[src/rtl/compare_pkg.sv]
// Shared definitions for the compare_arbiter slice.
//   - Relation code constants returned on rsp_code.
//   - FSM state type used by compare_arbiter.
package compare_pkg;

  localparam logic [1:0] CMP_NONE = 2'b00;
  localparam logic [1:0] CMP_EQ   = 2'b01;
  localparam logic [1:0] CMP_GT   = 2'b10;
  localparam logic [1:0] CMP_LT   = 2'b11;

  typedef enum logic [1:0] {
    StIdle = 2'd0,
    StCmp  = 2'd1,
    StResp = 2'd2
  } state_e;

endpackage

[src/rtl/compare_core.sv]
// Combinational W-bit magnitude comparator.
// Build option: COMPARE_SIGNED_EN selects two's-complement comparison; when
// undefined the operands are compared as unsigned.
// Ports:
//   a_i    - operand A
//   b_i    - operand B
//   code_o - relation code (CMP_EQ, CMP_GT or CMP_LT; never CMP_NONE)
module compare_core
  import compare_pkg::*;
#(
  parameter int unsigned W = 4
) (
  input  logic [W-1:0] a_i,
  input  logic [W-1:0] b_i,
  output logic [1:0]   code_o
);

  logic a_gt_b;

`ifdef COMPARE_SIGNED_EN
  assign a_gt_b = $signed(a_i) > $signed(b_i);
`else
  assign a_gt_b = a_i > b_i;
`endif

  always_comb begin
    code_o = CMP_LT;
    if (a_i == b_i) begin
      code_o = CMP_EQ;
    end else if (a_gt_b) begin
      code_o = CMP_GT;
    end
  end

endmodule

[src/rtl/compare_arbiter.sv]
// Round-robin arbiter sharing one magnitude comparator among NREQ requesters.
// A request is accepted in IDLE, compared in CMP and presented in RESP until
// the downstream accepts it. Build option COMPARE_SIGNED_EN (see compare_core)
// switches to signed comparison; ports and timing are unchanged.
// Ports:
//   clk, rst_n - clock (rising edge) and asynchronous active-low reset
//   req_valid  - per-requester request valid
//   req_a/b    - packed operands, requester i at [i*W +: W]
//   req_ready  - one-hot accept strobe (combinational, IDLE only)
//   rsp_valid  - result valid
//   rsp_id     - requester owning the result
//   rsp_code   - relation code, CMP_NONE when no result
//   rsp_ready  - downstream accepts the result
module compare_arbiter
  import compare_pkg::*;
#(
  parameter int unsigned NREQ = 4,
  parameter int unsigned W    = 4,
  localparam int unsigned IdW = $clog2(NREQ)
) (
  input  logic              clk,
  input  logic              rst_n,
  input  logic [NREQ-1:0]   req_valid,
  input  logic [NREQ*W-1:0] req_a,
  input  logic [NREQ*W-1:0] req_b,
  output logic [NREQ-1:0]   req_ready,
  output logic              rsp_valid,
  output logic [IdW-1:0]    rsp_id,
  output logic [1:0]        rsp_code,
  input  logic              rsp_ready
);

  state_e         state_q, state_d;
  logic [IdW-1:0] rr_ptr_q, rr_ptr_d;
  logic [IdW-1:0] gnt_q, gnt_d;
  logic [W-1:0]   a_q, a_d;
  logic [W-1:0]   b_q, b_d;
  logic [1:0]     code_q, code_d;
  logic [IdW-1:0] id_q, id_d;

  logic [W-1:0]   a_arr [NREQ];
  logic [W-1:0]   b_arr [NREQ];
  logic           grant_found;
  logic [IdW-1:0] grant_idx;
  logic [1:0]     core_code;

  for (genvar i = 0; i < NREQ; i++) begin : g_unpack
    assign a_arr[i] = req_a[i*W +: W];
    assign b_arr[i] = req_b[i*W +: W];
  end

  // Search upward starting one past the last served requester.
  always_comb begin
    int unsigned    idx;
    logic [IdW-1:0] cand;
    grant_found = 1'b0;
    grant_idx   = '0;
    idx         = 0;
    cand        = '0;
    for (int unsigned k = 1; k <= NREQ; k++) begin
      idx  = (32'(rr_ptr_q) + k) % NREQ;
      cand = IdW'(idx);
      if (!grant_found && req_valid[cand]) begin
        grant_found = 1'b1;
        grant_idx   = cand;
      end
    end
  end

  compare_core #(
    .W (W)
  ) u_core (
    .a_i    (a_q),
    .b_i    (b_q),
    .code_o (core_code)
  );

  always_comb begin
    state_d   = state_q;
    rr_ptr_d  = rr_ptr_q;
    gnt_d     = gnt_q;
    a_d       = a_q;
    b_d       = b_q;
    code_d    = code_q;
    id_d      = id_q;
    req_ready = '0;
    case (state_q)
      StIdle: begin
        if (grant_found) begin
          req_ready[grant_idx] = 1'b1;
          a_d                  = a_arr[grant_idx];
          b_d                  = b_arr[grant_idx];
          gnt_d                = grant_idx;
          state_d              = StCmp;
        end
      end
      StCmp: begin
        code_d  = core_code;
        id_d    = gnt_q;
        state_d = StResp;
      end
      StResp: begin
        if (rsp_ready) begin
          code_d   = CMP_NONE;
          rr_ptr_d = gnt_q;
          state_d  = StIdle;
        end
      end
      default: state_d = StIdle;
    endcase
  end

  always_ff @(posedge clk or negedge rst_n) begin
    if (!rst_n) begin
      state_q  <= StIdle;
      rr_ptr_q <= IdW'(NREQ - 1);
      gnt_q    <= '0;
      a_q      <= '0;
      b_q      <= '0;
      code_q   <= CMP_NONE;
      id_q     <= '0;
    end else begin
      state_q  <= state_d;
      rr_ptr_q <= rr_ptr_d;
      gnt_q    <= gnt_d;
      a_q      <= a_d;
      b_q      <= b_d;
      code_q   <= code_d;
      id_q     <= id_d;
    end
  end

  assign rsp_valid = (state_q == StResp);
  assign rsp_code  = code_q;
  assign rsp_id    = id_q;

endmodule

[config.mk]
export PLATFORM = sky130hd
export DESIGN_NAME = compare_arbiter
export DESIGN_NICKNAME = d
export VERILOG_FILES = /design/src/rtl/compare_pkg.sv /design/src/rtl/compare_core.sv /design/src/rtl/compare_arbiter.sv
export SDC_FILE = /design/constraint.sdc
export NUM_CORES = 1
export LEC_CHECK = 0
export CAP_MARGIN = 10
export CORE_AREA = 2 2 57 59
export CTS_CLUSTER_SIZE = 12
export DETAILED_ROUTE_END_ITERATION = 8
export DIE_AREA = 0 0 59 61
export PLACE_DENSITY_LB_ADDON = 0.1
export SETUP_SLACK_MARGIN = 0.4
export SLEW_MARGIN = 10
export SYNTH_ARGS = -nofsm -noshare
export SYNTH_HDL_FRONTEND = slang
export SYNTH_SLANG_ARGS = --single-unit
[constraint.sdc]
create_clock -name clk -period 2.6 [get_ports clk]
set_clock_uncertainty 0.2 [all_clocks]
set_input_delay 0.26 -clock clk [delete_from_list [all_inputs] [get_ports clk]]
set_output_delay 0.26 -clock clk [all_outputs]
set_load 0.03 [all_outputs]
==> results of run 1 <==
-- stage by stage --
stage,hold slack [ns],total power (W)
after floorplan,-0.236,0.00136
after global placement,0.287,0.00164
after detailed placement,0.296,0.00169
after CTS,0.251,0.00193
after global routing,0.284,0.00214
final,0.223,0.00198
-- layout by cell type, fill, tap and decap left out, types with 2 or more instances in the layout --
cell	count
clkdlybuf4s50_1	38
inv_1	18
dfrtp_1	16
buf_4	11
o31ai_1	8
o211ai_1	8
nand2_1	8
o211a_1	8
mux2_4	6
mux2_2	6
nand2b_1	5
nor2_1	4
ha_1	4
dlymetal6s2s_1	4
o21ai_0	3
a21oi_1	3
clkbuf_4	3
buf_6	3
a21oi_4	2
nor3b_4	2
or2b_1	2
or3_4	2
and2_1	2
o21a_1	2
dfstp_2	2
-- worst max path at each step --
stage,cells after the start,to,from
2_1_floorplan,6,req_ready[3],rr_ptr_q[0]
3_3_place_gp,5,a_q[1],req_valid[1]
3_5_place_dp,5,a_q[2],req_valid[1]
4_1_cts,7,req_ready[1],req_valid[3]
5_1_grt,5,req_ready[3],rr_ptr_q[0]
6_report,5,req_ready[3],rr_ptr_q[1]
-- metal layers --
layer  wire length [um]  GRT usage, %  vias to the layer above
met5                  0             0                        -
met4                 43          8.77                        0
met3                163          2.56                        6
met2               1740          34.1                       50
met1               1360          23.4                      563
li1                   -             -                      592
-- what timing repair did --
item | CTS | global route
cloned | 1 | 1
resized for setup | 6 | 10
pin swaps | 4 | 7
setup buffers | 4 | 2
setup endpoints to repair | 12 | 12
-- layout make-up --
class	instances	area, um2	area share, %
clock buffers	4	36.3	1.85
well taps	33	41.3	2.11
flip-flops and latches	18	453	23.1
repair buffers	57	556	28.3
inverters	18	67.6	3.45
multi-input cells	92	807	41.2
-- state kept, by name, summed over array words and instances, names as in the netlist --
signal	flops
b_q	4
rsp_id	2
rr_ptr_q	2
a_q	4
state_q	2
rsp_code	2
gnt_q	2
-- report_power, final --
part | switching, W | total [W] | internal [W]
registers | 0.000100 | 0.000535 | 0.000435
clock network | 0.0000850 | 0.000170 | 0.0000853
logic | 0.000640 | 0.00127 | 0.000630
total | 0.000825 | 0.00198 | 0.00115
-- cells by family (layout without fill, tap and decap cells) --
logic type                 Yosys count  in the layout
AOI/OAI and AO/OA                   39             39
adders and majority gates            4              4
buffers and inverters               22             79
DFF                                 18             18
muxes                               13             13
and+or+nand+nor                     34             36
-- critical path, stage by stage, from the launching register on --
cell and delay (ns):
dfstp_2 0.62, mux2i_1 0.25, o22ai_2 0.12, or2_4 0.28
nor3b_4 0.16, buf_6 0.14
==> impl_metrics.env, run 1 <==
export IMPL_status="finished clean"
export IMPL_tns_ns=0
export IMPL_dp_slack_ns=-0.0848
export IMPL_initial_core_util_pct=42.9
export IMPL_port_buffers=47
export IMPL_cts_hold_buffers=0
export IMPL_hpwl_mm=2.46
export IMPL_synth_common_cells="18 x inv_1, 16 x dfrtp_1"
export IMPL_core_um2=2950
export IMPL_dieArea_um2=3600
export IMPL_diodes=0
export IMPL_rrSetupSlack_ns=0.30
export IMPL_dp_cells=210
export IMPL_clkLatencyLatePin_ns=0.29
export IMPL_r2r_start="rr_ptr_q[0]"
export IMPL_drc=0
export IMPL_place_gp_congestion=0.759
export IMPL_yosys_area_top_type="dfrtp_1"
export IMPL_grt_pass1_wl_mm=5.16
export IMPL_finalHoldViolations=0
export IMPL_num_fill_cells=258
export IMPL_synthAdderAreaFrac_pct=3.95
export IMPL_seq_area_frac_synth_pct=35.8
export IMPL_syn_inst=130
export IMPL_num_rows=20
export IMPL_fin_cells=222
export IMPL_cp_required_ns=2.14
export IMPL_num_nets_final=233
export IMPL_synth_distinct_cells=37
export IMPL_final_max_slew_viol_count=0
export IMPL_hp_class="in2async"
export IMPL_overflow=0
export IMPL_cts_max_level=1
export IMPL_grt_start_max_net_pins=19
export IMPL_grt_use_total_pct=19.3
export IMPL_max_clock_path_buffers=2
export IMPL_dpl_cell_area_um2=1800
export IMPL_arrival_ns=1.86
export IMPL_drive_gt1_share_pct=25.4
export IMPL_tightest_slew_ns=0.803
export IMPL_synth_area_um2=1270
export IMPL_worst_setup_path_type="reg2out"
export IMPL_cts_tree="yes"
export IMPL_synth_top_family_by_area="compound AO/OA/AOI/OAI gates"
export IMPL_clock_sinks=18
export IMPL_syn_nets=173
export IMPL_critPathCaptureType="output port"
export IMPL_antenna_found_initial=0
export IMPL_grt_pass1_vias=1149
export IMPL_synth_simple_gate_area_share_pct=15.4
export IMPL_synthTopCellsByArea="dfrtp_1 32%, mux2_4 7.1%, o211a_1 6.3%, inv_1 5.3%, mux2_2 5.3%"
export IMPL_clock_root_buffer="clkbuf_4"
export IMPL_post_synth_top_count_cell="inv_1"
export IMPL_synth_ff_type="dfrtp_1"
export IMPL_avgViaCountPerCell=5.45
export IMPL_synth_top_cell_area_share_pct=31.6
export IMPL_power_density_nw_per_um2=1010
export IMPL_cts_inserted_buffers=3
export IMPL_setup_viol=0
export IMPL_synth_xor_area_share_pct=0
export IMPL_drt_iter0_markers=51
export IMPL_syn_to_final_growth_pct=54.8
export IMPL_cts_clk_slew_worst_paths_ns=0.10
export IMPL_ys_async_sr_fraction_pct=100
export IMPL_vias=1211
export IMPL_pin_count=48
export IMPL_slew_limit_headroom_pct=46.3
export IMPL_yosysWarningCount=0
export IMPL_min_period_over_period_pct=89.2
export IMPL_routedWlPerCell_um=14.9
export IMPL_min_period_ns=2.32
export IMPL_fin_ws_ns=0.281
export IMPL_wirelength_mm=3.31
export IMPL_max_freq_mhz=431
export IMPL_fin_area_um2=1960
export IMPL_synth_compound_area_share_pct=24.2
export IMPL_worstRegToRegCells=7
export IMPL_worst_path_max_fanout=5
export IMPL_cap_violations=0
export IMPL_die_x_um=59
export IMPL_muxShareOfSynthArea_pct=13.2
export IMPL_fin_util_pct=66.4
export IMPL_start_kind="register"
export IMPL_ir_drop_uv=454
export IMPL_ys_seq_elements=18
export IMPL_grt_setup_unrepaired="true"
export IMPL_reg2reg_to="b_q[0]"
export IMPL_final_antenna_net_count=0
export IMPL_die_y_um=61
export IMPL_p_leak_nw=0.922
export IMPL_avgSynthCellArea_um2=9.74
export IMPL_dr_pass1_iters=6
export IMPL_synth_edf_count=0
(Power assumes the default switching activity.)
==> run 2, diff against run 1 <==
--- a/config.mk
+++ b/config.mk
@@ -12,7 +12,7 @@
 export DIE_AREA = 0 0 59 61
 export PLACE_DENSITY_LB_ADDON = 0.1
 export SETUP_SLACK_MARGIN = 0.4
-export SLEW_MARGIN = 10
+export SLEW_MARGIN = 5
 export SYNTH_ARGS = -nofsm -noshare
 export SYNTH_HDL_FRONTEND = slang
 export SYNTH_SLANG_ARGS = --single-unit
==> results of run 2 <==
No change in the layout: final DEF, timing and power equal those of run 1.
==> run 3, diff against run 2 <==
==> constraint.sdc (replaced) <==
create_clock -name clk -period 2.2 [get_ports clk]
set_clock_uncertainty 0.2 [all_clocks]
set_input_delay 0.22 -clock clk [delete_from_list [all_inputs] [get_ports clk]]
set_output_delay 0.22 -clock clk [all_outputs]
set_load 0.03 [all_outputs]
==> impl_metrics.env, run 3 (same netlist as run 1, synthesis figures left out) <==
export IMPL_status="complete, but fails checks"
export IMPL_violations="setup timing"
export IMPL_start_kind="register"
export IMPL_tns_ns=-1.11
export IMPL_path_cells="buf_6 -> buf_6 -> o21ai_4 -> a21oi_4 -> or3_4 -> buf_6 -> nor3b_4 -> buf_6"
export IMPL_fin_util_pct=71.6
export IMPL_power_density_nw_per_um2=1220
export IMPL_ir_drop_uv=472
export IMPL_core_um2=2950
export IMPL_min_period_ns=2.36
export IMPL_setup_viol=10
export IMPL_grt_pass1_wl_mm=5.53
export IMPL_vias=1258
export IMPL_clock_sinks=18
export IMPL_num_fill_cells=235
export IMPL_crit_path_max_incr_delay_ns=0.43
export IMPL_multi_input_area_um2=808
export IMPL_p_total_w=0.00258
export IMPL_cp_top_family="simple AND/OR/NAND/NOR gates"
export IMPL_overflow=0
export IMPL_cp_required_ns=1.78
export IMPL_place_gp_congestion=0.779
export IMPL_grt_setup_unrepaired="true"
export IMPL_cap_violations=0
export IMPL_die_x_um=59
export IMPL_routedWlPerCell_um=15.1
export IMPL_finalHoldViolations=0
export IMPL_final_antenna_net_count=0
export IMPL_p_leak_nw=0.995
export IMPL_critPathCaptureType="output port"
export IMPL_arrival_ns=1.94
export IMPL_pin_count=48
export IMPL_die_y_um=61
export IMPL_worst_setup_path_type="reg2out"
export IMPL_cts_inserted_buffers=3
export IMPL_critPathSlowestCell="or3_4"
export IMPL_slew_limit_headroom_pct=69.7
export IMPL_max_clock_path_buffers=2
export IMPL_worst_path_max_fanout=4
export IMPL_max_freq_mhz=423
export IMPL_top_regs="a_q x4, b_q x4"
export IMPL_cts_tree="yes"
export IMPL_dr_pass1_iters=4
export IMPL_clkLatencyLatePin_ns=0.29
export IMPL_hpwl_mm=2.63
export IMPL_grt_pass1_vias=1306
export IMPL_port_buffers=47
export IMPL_hold_slack_ns=0.0331
export IMPL_num_nets_final=248
export IMPL_hp_class="in2async"
export IMPL_grt_use_total_pct=20.8
export IMPL_layout_common_cells="36 x clkdlybuf4s50_1, 18 x inv_1, 17 x buf_4"
export IMPL_initial_core_util_pct=42.9
export IMPL_fin_ws_ns=-0.164
export IMPL_dieArea_um2=3600
export IMPL_cts_hold_buffers=0
export IMPL_num_rows=20
export IMPL_drive_gt1_share_pct=33.3
export IMPL_cp_common_cell="buf_6"
export IMPL_antenna_found_initial=0
export IMPL_cts_max_level=1
export IMPL_avgViaCountPerCell=5.31
export IMPL_tightest_slew_ns=0.454
export IMPL_ff_latch_area_um2=453
export IMPL_wirelength_mm=3.58
export IMPL_dpl_cell_area_um2=1880
export IMPL_min_period_over_period_pct=107
export IMPL_cp_num_buf_inv=4
export IMPL_drt_iter0_markers=18
export IMPL_diodes=0
export IMPL_drc=0
export IMPL_grt_start_max_net_pins=13
export IMPL_final_common_cell="clkdlybuf4s50_1"
export IMPL_final_max_slew_viol_count=0
export IMPL_clock_root_buffer="clkbuf_4"
export IMPL_cts_clk_slew_worst_paths_ns=0.10
export IMPL_syn_to_final_growth_pct=67.0
export IMPL_fin_area_um2=2110
[run 3: cell count changes in the layout (fill, tap and decap cells not counted), sizes merged]
cell | previous run | this run
buf | 14 | 30
clkbuf | 4 | 5
dlygate4sd2 | 1 | 4
dlymetal6s2s | 4 | 2
clkdlybuf4s50 | 38 | 36
or3 | 4 | 3
[run 3: cell type report]
class / count / area share (%)
flip-flops and latches: 18 / 21.4
clock buffers: 4 / 1.72
multi-input cells: 91 / 38.2
inverters: 18 / 3.20
well taps: 33 / 1.95
repair buffers: 73 / 33.5
[run 3: metrics by stage]
stage / std cells / setup slack [ns]
finish: 237 / -0.164
global placement: 220 / -0.183
floorplan: 130 / 0.0216
global route: 237 / -0.213
detailed placement: 220 / -0.228
CTS: 233 / -0.171
[run 3: report_power, final]
part,switching [W],total [W],internal (W)
sequential,0.000112,0.000626,0.000514
combinational,0.000822,0.00175,0.000927
clock,0.000102,0.000203,0.000101
total,0.00104,0.00258,0.00154
[run 3: routing by layer]
metal	global-route usage, %	vias to the layer above	part of all wire (%)
li1	-	618	-
met1	22.4	589	41
met2	39.4	45	52
met3	4.05	6	4.8
met4	9.09	0	1.3
met5	0	-	0
[run 3: path summary, 6_finish.rpt]
check / from / endpoint / slack (ns) / cells past startpoint
worst max-delay path: rr_ptr_q[0] / req_ready[3] / -0.16 / 8
worst min-delay path: rst_n / gnt_q[1] / 0.03 / 1
worst max register to register: rr_ptr_q[0] / b_q[1] / -0.12 / 9
worst min register to register: rsp_id[0] / rsp_id[0] / 0.32 / 1
max in group asynchronous: rst_n / b_q[0] / 1.27 / 2
min in group clk: rsp_id[0] / rsp_id[0] / 0.32 / 1
[run 3: what timing repair did]
item / CTS / global route
setup endpoints to repair: 13 / 16
resized for setup: 24 / 8
gates cloned: 1 / 0
pin swaps: 6 / 9
buffers inserted: 8 / 4
